$ cat config.mk
export PLATFORM = sky130hd
export DESIGN_NAME = ctrl_seq
export DESIGN_NICKNAME = d
export VERILOG_FILES = /design/src/rtl/roe_pkg.sv /design/src/rtl/ctrl_decode.sv /design/src/rtl/ctrl_seq.sv
export SDC_FILE = /design/constraint.sdc
export NUM_CORES = 1
export LEC_CHECK = 0
export CAP_MARGIN = 15
export CELL_PAD_IN_SITES_DETAIL_PLACEMENT = 1
export CELL_PAD_IN_SITES_GLOBAL_PLACEMENT = 1
export CORE_AREA = 2 2 54 67
export CTS_CLUSTER_DIAMETER = 80
export CTS_CLUSTER_SIZE = 10
export DETAILED_ROUTE_END_ITERATION = 16
export DIE_AREA = 0 0 56 69
export PLACE_DENSITY = 0.86
export SLEW_MARGIN = 30
export SYNTH_ARGS = -nofsm -noshare
export SYNTH_HDL_FRONTEND = slang
export SYNTH_SLANG_ARGS = --single-unit
$ cat constraint.sdc
create_clock -name clk -period 3 [get_ports clk]
set_input_delay 0.75 -clock clk [delete_from_list [all_inputs] [get_ports clk]]
set_output_delay 0.75 -clock clk [all_outputs]
set_load 0.005 [all_outputs]
$ cat src/rtl/roe_pkg.sv
// Shared encodings for the control sequencer: opcodes, HARD function codes,
// ALU operations, REDEF pointer selectors and the registered control bundle.
package roe_pkg;

  typedef enum logic [2:0] {
    OP_REG   = 3'd0,
    OP_ARITH = 3'd1,
    OP_SHIFT = 3'd2,
    OP_HARD  = 3'd3,
    OP_SLT   = 3'd4,
    OP_XOR   = 3'd5,
    OP_AND   = 3'd6,
    OP_OR    = 3'd7
  } op_code_t;

  typedef enum logic [1:0] {
    FN_REDEF  = 2'd0,
    FN_LW     = 2'd1,
    FN_SW     = 2'd2,
    FN_BRANCH = 2'd3
  } func_code_t;

  typedef enum logic [3:0] {
    ALU_ADD    = 4'd0,
    ALU_SUB    = 4'd1,
    ALU_SHIFTL = 4'd2,
    ALU_SHIFTR = 4'd3,
    ALU_SLB    = 4'd4,
    ALU_BNZ    = 4'd5,
    ALU_SLT    = 4'd6,
    ALU_XOR    = 4'd7,
    ALU_AND    = 4'd8,
    ALU_OR     = 4'd9
  } alu_code_t;

  typedef enum logic [1:0] {
    SEL_READ0 = 2'd0,
    SEL_READ1 = 2'd1,
    SEL_WRITE = 2'd2,
    SEL_NOP   = 2'd3
  } redef_sel_t;

  typedef enum logic {
    ST_RUN      = 1'b0,
    ST_MEM_WAIT = 1'b1
  } state_t;

  localparam logic [1:0] SRC_NONE = 2'b00;
  localparam logic [1:0] SRC_SLB  = 2'b01;
  localparam logic [1:0] SRC_RR   = 2'b10;

  typedef struct packed {
    logic       reg_imm;
    logic       reg_write_src;
    logic       mem_write;
    logic       mem_read;
    logic       reg_write;
    logic       reg_read_write;
    logic       reg_write_read;
    alu_code_t  alu_op;
    logic [1:0] alu_src;
  } ctrl_t;

endpackage

$ cat src/rtl/ctrl_decode.sv
// Combinational instruction decoder. LW leaves reg_write at 0; the sequencer
// raises it in the last cycle of the memory access.
module ctrl_decode
  import roe_pkg::*;
#(
  parameter int INSTR_W = 9
) (
  input  logic [INSTR_W-1:0] instr,
  output ctrl_t              ctrl,
  output logic               is_mem,
  output logic               is_lw,
  output logic               redef_en,
  output redef_sel_t         redef_sel
);

  op_code_t   op;
  func_code_t fn;

  assign op = op_code_t'(instr[INSTR_W-1 -: 3]);
  assign fn = func_code_t'(instr[5:4]);

  always_comb begin
    ctrl      = '0;
    is_mem    = 1'b0;
    is_lw     = 1'b0;
    redef_en  = 1'b0;
    redef_sel = redef_sel_t'(instr[3:2]);
    case (op)
      OP_REG: begin
        ctrl.reg_write = 1'b1;
        ctrl.alu_src   = SRC_SLB;
        ctrl.alu_op    = ALU_SLB;
      end
      OP_ARITH, OP_SHIFT: begin
        ctrl.reg_imm        = 1'b1;
        ctrl.reg_read_write = 1'b1;
        ctrl.reg_write_read = 1'b1;
        ctrl.reg_write      = 1'b1;
        if (op == OP_ARITH) ctrl.alu_op = instr[5] ? ALU_SUB : ALU_ADD;
        else                ctrl.alu_op = instr[5] ? ALU_SHIFTR : ALU_SHIFTL;
      end
      OP_HARD: begin
        case (fn)
          FN_REDEF: redef_en = (instr[3:2] != SEL_NOP);
          FN_LW: begin
            ctrl.reg_read_write = 1'b1;
            ctrl.mem_read       = 1'b1;
            ctrl.reg_write_src  = 1'b1;
            is_mem              = 1'b1;
            is_lw               = 1'b1;
          end
          FN_SW: begin
            ctrl.reg_write_read = 1'b1;
            ctrl.mem_write      = 1'b1;
            is_mem              = 1'b1;
          end
          default: begin
            ctrl.reg_write_read = 1'b1;
            ctrl.alu_op         = ALU_BNZ;
            ctrl.alu_src        = SRC_RR;
          end
        endcase
      end
      default: begin
        ctrl.reg_write_read = 1'b1;
        ctrl.reg_write      = 1'b1;
        ctrl.alu_src        = SRC_RR;
        case (op)
          OP_SLT:  ctrl.alu_op = ALU_SLT;
          OP_XOR:  ctrl.alu_op = ALU_XOR;
          OP_AND:  ctrl.alu_op = ALU_AND;
          default: ctrl.alu_op = ALU_OR;
        endcase
      end
    endcase
  end

endmodule

$ cat src/rtl/ctrl_seq.sv
// Control sequencer: registers decoded controls, holds LW/SW control sets for
// MEM_LAT cycles, and keeps the REDEF-loaded register pointers.
module ctrl_seq
  import roe_pkg::*;
#(
  parameter int INSTR_W = 9,
  parameter int PA_W    = 3,
  parameter int MEM_LAT = 1
) (
  input  logic               clk,
  input  logic               rst_n,
  input  logic               instr_valid,
  input  logic [INSTR_W-1:0] instr,
  output logic               instr_ready,
  output logic               ctrl_valid,
  output logic [PA_W-1:0]    read0_pa,
  output logic [PA_W-1:0]    read1_pa,
  output logic [PA_W-1:0]    write_pa,
  output logic               reg_imm,
  output logic               reg_write_src,
  output logic               mem_write,
  output logic               mem_read,
  output logic               reg_write,
  output logic               reg_read_write,
  output logic               reg_write_read,
  output logic [3:0]         alu_op,
  output logic [1:0]         alu_src
);

  if (MEM_LAT < 1 || MEM_LAT > 15 || PA_W < 2 || INSTR_W < 9) begin : g_bad_param
    $error("ctrl_seq: illegal parameters MEM_LAT=%0d PA_W=%0d INSTR_W=%0d", MEM_LAT, PA_W, INSTR_W);
  end

  localparam logic [3:0] WAIT_CNT   = 4'(MEM_LAT - 1);
  localparam bit         SINGLE_LAT = (MEM_LAT == 1);

  state_t                state_reg, state_next;
  logic [3:0]            count_reg, count_next;
  ctrl_t                 ctrl_reg, ctrl_next;
  logic                  valid_reg, valid_next;
  logic [2:0][PA_W-1:0]  ptr_reg, ptr_next;

  ctrl_t      dec_ctrl;
  logic       dec_mem, dec_lw, dec_redef;
  redef_sel_t dec_sel;
  logic       accept;

  ctrl_decode #(.INSTR_W(INSTR_W)) u_decode (
    .instr     (instr),
    .ctrl      (dec_ctrl),
    .is_mem    (dec_mem),
    .is_lw     (dec_lw),
    .redef_en  (dec_redef),
    .redef_sel (dec_sel)
  );

  assign instr_ready = rst_n & (state_reg == ST_RUN);
  assign accept      = instr_valid & instr_ready;

  always_comb begin
    state_next = state_reg;
    count_next = count_reg;
    ctrl_next  = ctrl_reg;
    valid_next = valid_reg;
    ptr_next   = ptr_reg;
    case (state_reg)
      ST_RUN: begin
        if (accept) begin
          ctrl_next  = dec_ctrl;
          valid_next = 1'b1;
          if (dec_lw && SINGLE_LAT) ctrl_next.reg_write = 1'b1;
          if (dec_mem && !SINGLE_LAT) begin
            state_next = ST_MEM_WAIT;
            count_next = WAIT_CNT;
          end
          for (int i = 0; i < 3; i++) begin
            if (dec_redef && int'(dec_sel) == i) ptr_next[i] = PA_W'(instr[1:0]);
          end
        end else begin
          ctrl_next  = '0;
          valid_next = 1'b0;
        end
      end
      default: begin
        // The control set stays frozen; only the LW write-back strobe appears at the end.
        count_next = count_reg - 4'd1;
        if (count_reg == 4'd1) begin
          state_next = ST_RUN;
          if (ctrl_reg.mem_read) ctrl_next.reg_write = 1'b1;
        end
      end
    endcase
  end

  always_ff @(posedge clk) begin
    if (!rst_n) begin
      state_reg <= ST_RUN;
      count_reg <= '0;
      ctrl_reg  <= '0;
      valid_reg <= 1'b0;
      ptr_reg   <= '0;
    end else begin
      state_reg <= state_next;
      count_reg <= count_next;
      ctrl_reg  <= ctrl_next;
      valid_reg <= valid_next;
      ptr_reg   <= ptr_next;
    end
  end

  assign ctrl_valid     = valid_reg;
  assign read0_pa       = ptr_reg[0];
  assign read1_pa       = ptr_reg[1];
  assign write_pa       = ptr_reg[2];
  assign reg_imm        = ctrl_reg.reg_imm;
  assign reg_write_src  = ctrl_reg.reg_write_src;
  assign mem_write      = ctrl_reg.mem_write;
  assign mem_read       = ctrl_reg.mem_read;
  assign reg_write      = ctrl_reg.reg_write;
  assign reg_read_write = ctrl_reg.reg_read_write;
  assign reg_write_read = ctrl_reg.reg_write_read;
  assign alu_op         = ctrl_reg.alu_op;
  assign alu_src        = ctrl_reg.alu_src;

endmodule

==> impl_metrics.env <==
export IMPL_status="finished clean"
export IMPL_ios=36
export IMPL_core_footprint_mm2=0.003223
export IMPL_power_per_cell_area_mw_per_mm2=454.0
export IMPL_firstDrtPassIters=4
export IMPL_finalClockSkew_ns=0.006352
export IMPL_hold_path_class="reg2reg"
export IMPL_post_synth_main_area_contributors="sky130_fd_sc_hd__dfxtp_1 (43%), sky130_fd_sc_hd__nand2_1 (7.0%), sky130_fd_sc_hd__mux2i_1 (6.3%), sky130_fd_sc_hd__buf_4 (3.4%), sky130_fd_sc_hd__and2_1 (2.8%)"
export IMPL_ant_nets=0
export IMPL_std_cell_rows=23
export IMPL_worst_path_most_repeated_cell="sky130_fd_sc_hd__clkdlybuf4s50_1"
export IMPL_cp_data_arrival_time_ns=1.95
export IMPL_ys_warnings_count=0
export IMPL_cts_sink_count=24
export IMPL_dp_hpwl_um=2000
export IMPL_drt_first_iter_violations=14
export IMPL_synth_top_area_share_pct=42.91
export IMPL_wire_length_of_the_first_global_routing_pass_um=4609
export IMPL_number_of_buffers_and_inverters_on_the_critical_path=2
export IMPL_gp_congestion=0.6686
export IMPL_min_period_ns=2.698
export IMPL_die_h_um=69
export IMPL_final_hold_violation_count=0
export IMPL_netlist_top_cell_by_area="sky130_fd_sc_hd__dfxtp_1"
export IMPL_netlist_cell_type_count=34
export IMPL_ctsRootBufferMaster="sky130_fd_sc_hd__clkbuf_8"
export IMPL_grt_antenna_before_repair=0
export IMPL_synthesis_area_mm2=0.001120
export IMPL_static_leakage_power_nw=0.6024
export IMPL_syn_instance_count=119
export IMPL_finalMaxSlewViolations=0
export IMPL_cp_top_family="buffers and inverters"
export IMPL_vdd_ir_drop_worst_mv=0.3656
export IMPL_cts_tree="yes"
export IMPL_io_buffers=32
export IMPL_post_route_cells_drive_above_1_share_pct=5.442
export IMPL_rsz_0062_raised_after_global_routing="false"
export IMPL_synth_enable_flop_cells=0
export IMPL_slowest_stage_cell_on_the_critical_path="sky130_fd_sc_hd__clkdlybuf4s50_1"
export IMPL_cts_resized=0
export IMPL_synth_seq_area_share_pct=42.91
export IMPL_critical_path_endpoint_type="output port"
export IMPL_global_route_overflow_total=0
export IMPL_num_nets_final=162
export IMPL_htree_levels=1
export IMPL_worst_endpoint_required_ns=2.25
export IMPL_cts_inserted_buffers=3
export IMPL_worstSetupStartpointType="input port"
export IMPL_post_drt_wl_per_cell_um=14.58
export IMPL_worst_hold_slack_ns=0.4519
export IMPL_clk_path_buf_depth=2
export IMPL_maximum_number_of_pins_on_one_net_before_global_route_repair=18
export IMPL_fin_crit_sh_pct=89.95
export IMPL_grt_total_usage_pct=14.90
export IMPL_area_delta_synth_final_pct=33.97
export IMPL_clock_latency_ns=0.27
export IMPL_layout_cells_most_common="sky130_fd_sc_hd__clkdlybuf4s50_1"
export IMPL_sum_of_negative_setup_slack_ns=0
export IMPL_cts_clk_slew_worst_paths_ns=0.09
export IMPL_highest_count_cells_in_the_layout_ignoring_fill_and_taps="sky130_fd_sc_hd__clkdlybuf4s50_1 (32), sky130_fd_sc_hd__dfxtp_1 (24), sky130_fd_sc_hd__nand2_1 (21)"
export IMPL_post_cts_setup_buffer_count=0
export IMPL_cp_max_fo=2
export IMPL_floorplan_die_area_mm2=0.003864
export IMPL_synth_seq_cells=24
export IMPL_cts_hold_buffers_added=0
export IMPL_die_width_um=56
export IMPL_starting_density_pct=34.74
export IMPL_worstSetupPathType="in2out"
export IMPL_vias_per_cell=5.201
export IMPL_dominantRegCellSynth="sky130_fd_sc_hd__dfxtp_1"
export IMPL_mean_area_per_synthesized_cell_um2=9.410
export IMPL_cpPeakStageDelay_ns=0.53
export IMPL_wl_um=2683
export IMPL_synth_async_reset_ratio_pct=0
export IMPL_antennaDiodeCount=0
export IMPL_num_vias=957
export IMPL_setup_viol=0
export IMPL_drcViolationCount=0
export IMPL_maxClockFrequency_mhz=370.6
export IMPL_via_count_of_the_first_global_routing_pass=1042
export IMPL_path_cells="clkdlybuf4s50_1 > nor2b_1 > clkdlybuf4s50_1"
export IMPL_cap_viol_max_count=0
-- Yosys cell counts (3+ instances only) --
library cell / count
sky130_fd_sc_hd__a32o_1: 3
sky130_fd_sc_hd__dfxtp_1: 24
sky130_fd_sc_hd__nor2b_1: 3
sky130_fd_sc_hd__nand3b_1: 3
sky130_fd_sc_hd__o21ai_0: 3
sky130_fd_sc_hd__mux2i_1: 7
sky130_fd_sc_hd__buf_2: 4
sky130_fd_sc_hd__nand2_1: 21
sky130_fd_sc_hd__xor2_1: 3
sky130_fd_sc_hd__inv_1: 4
sky130_fd_sc_hd__a21oi_1: 5
sky130_fd_sc_hd__nand4b_1: 3
sky130_fd_sc_hd__and2_1: 5
sky130_fd_sc_hd__buf_4: 5
-- metal layers --
metal / GRT usage [%] / wire length [um]
met2: 26.14 / 1370
met5: 0 / 0
met1: 16.65 / 1125
met3: 2.251 / 123
met4: 8.730 / 63
-- metrics by stage --
step            power, W  utilization, %  worst slack [ns]  std cells  area (um2)
5_1_grt        0.0007122           46.54            0.2820        184        1500
3_3_place_gp   0.0004009           44.33            0.3159        180        1429
3_5_place_dp   0.0004033           44.33            0.3176        180        1429
4_1_cts        0.0006906           46.54            0.2973        184        1500
2_1_floorplan  0.0003686               -             1.063        121        1127
6_report       0.0006811           46.54            0.3016        184        1500
-- cell type report --
class | count | area [um2]
timing repair buffer | 33 | 327.8
tap | 37 | 46.29
inverter | 4 | 15.01
clock buffer | 3 | 41.29
sequential | 24 | 480.5
clock inverter | 1 | 30.03
multi-input combinational | 82 | 559.3
fill | 387 | 1723
-- cells by family after synthesis --
kind of cell,after synthesis,synth area share [%]
compound gates,19,11.96
xor+xnor,4,3.129
fa+ha+maj,2,2.234
buf+inv,15,7.821
flops,24,42.90
mux,7,6.257
other cells,1,0.3349
simple gates,47,25.36
-- worst paths after layout --
kind | start | end | slack (ns) | cells after the start
worst max-delay path | rst_n | instr_ready | 0.30 | 3
worst min-delay path | reg_read_write$_SDFFE_PN0N_ | reg_read_write$_SDFFE_PN0N_ | 0.45 | 2
worst max register to register | state_reg$_SDFF_PN0_ | mem_write$_SDFFE_PN0N_ | 1.63 | 3
worst min register to register | reg_read_write$_SDFFE_PN0N_ | reg_read_write$_SDFFE_PN0N_ | 0.45 | 2
-- power breakdown --
group	total (W)	switching, W	leakage, nW	internal, W
registers	0.000328	0.00000320	0.195	0.000325
logic	0.0000675	0.0000306	0.372	0.0000369
clock network	0.000286	0.000107	0.0357	0.000179
-- tightest hold or removal path, cell delays in order, from the launching register on --
cell                      delay, ns
sky130_fd_sc_hd__dfxtp_1       0.32
sky130_fd_sc_hd__nand2_1       0.05
sky130_fd_sc_hd__nand2_1       0.04
No activity file was read; power rests on OpenSTA's default activity.
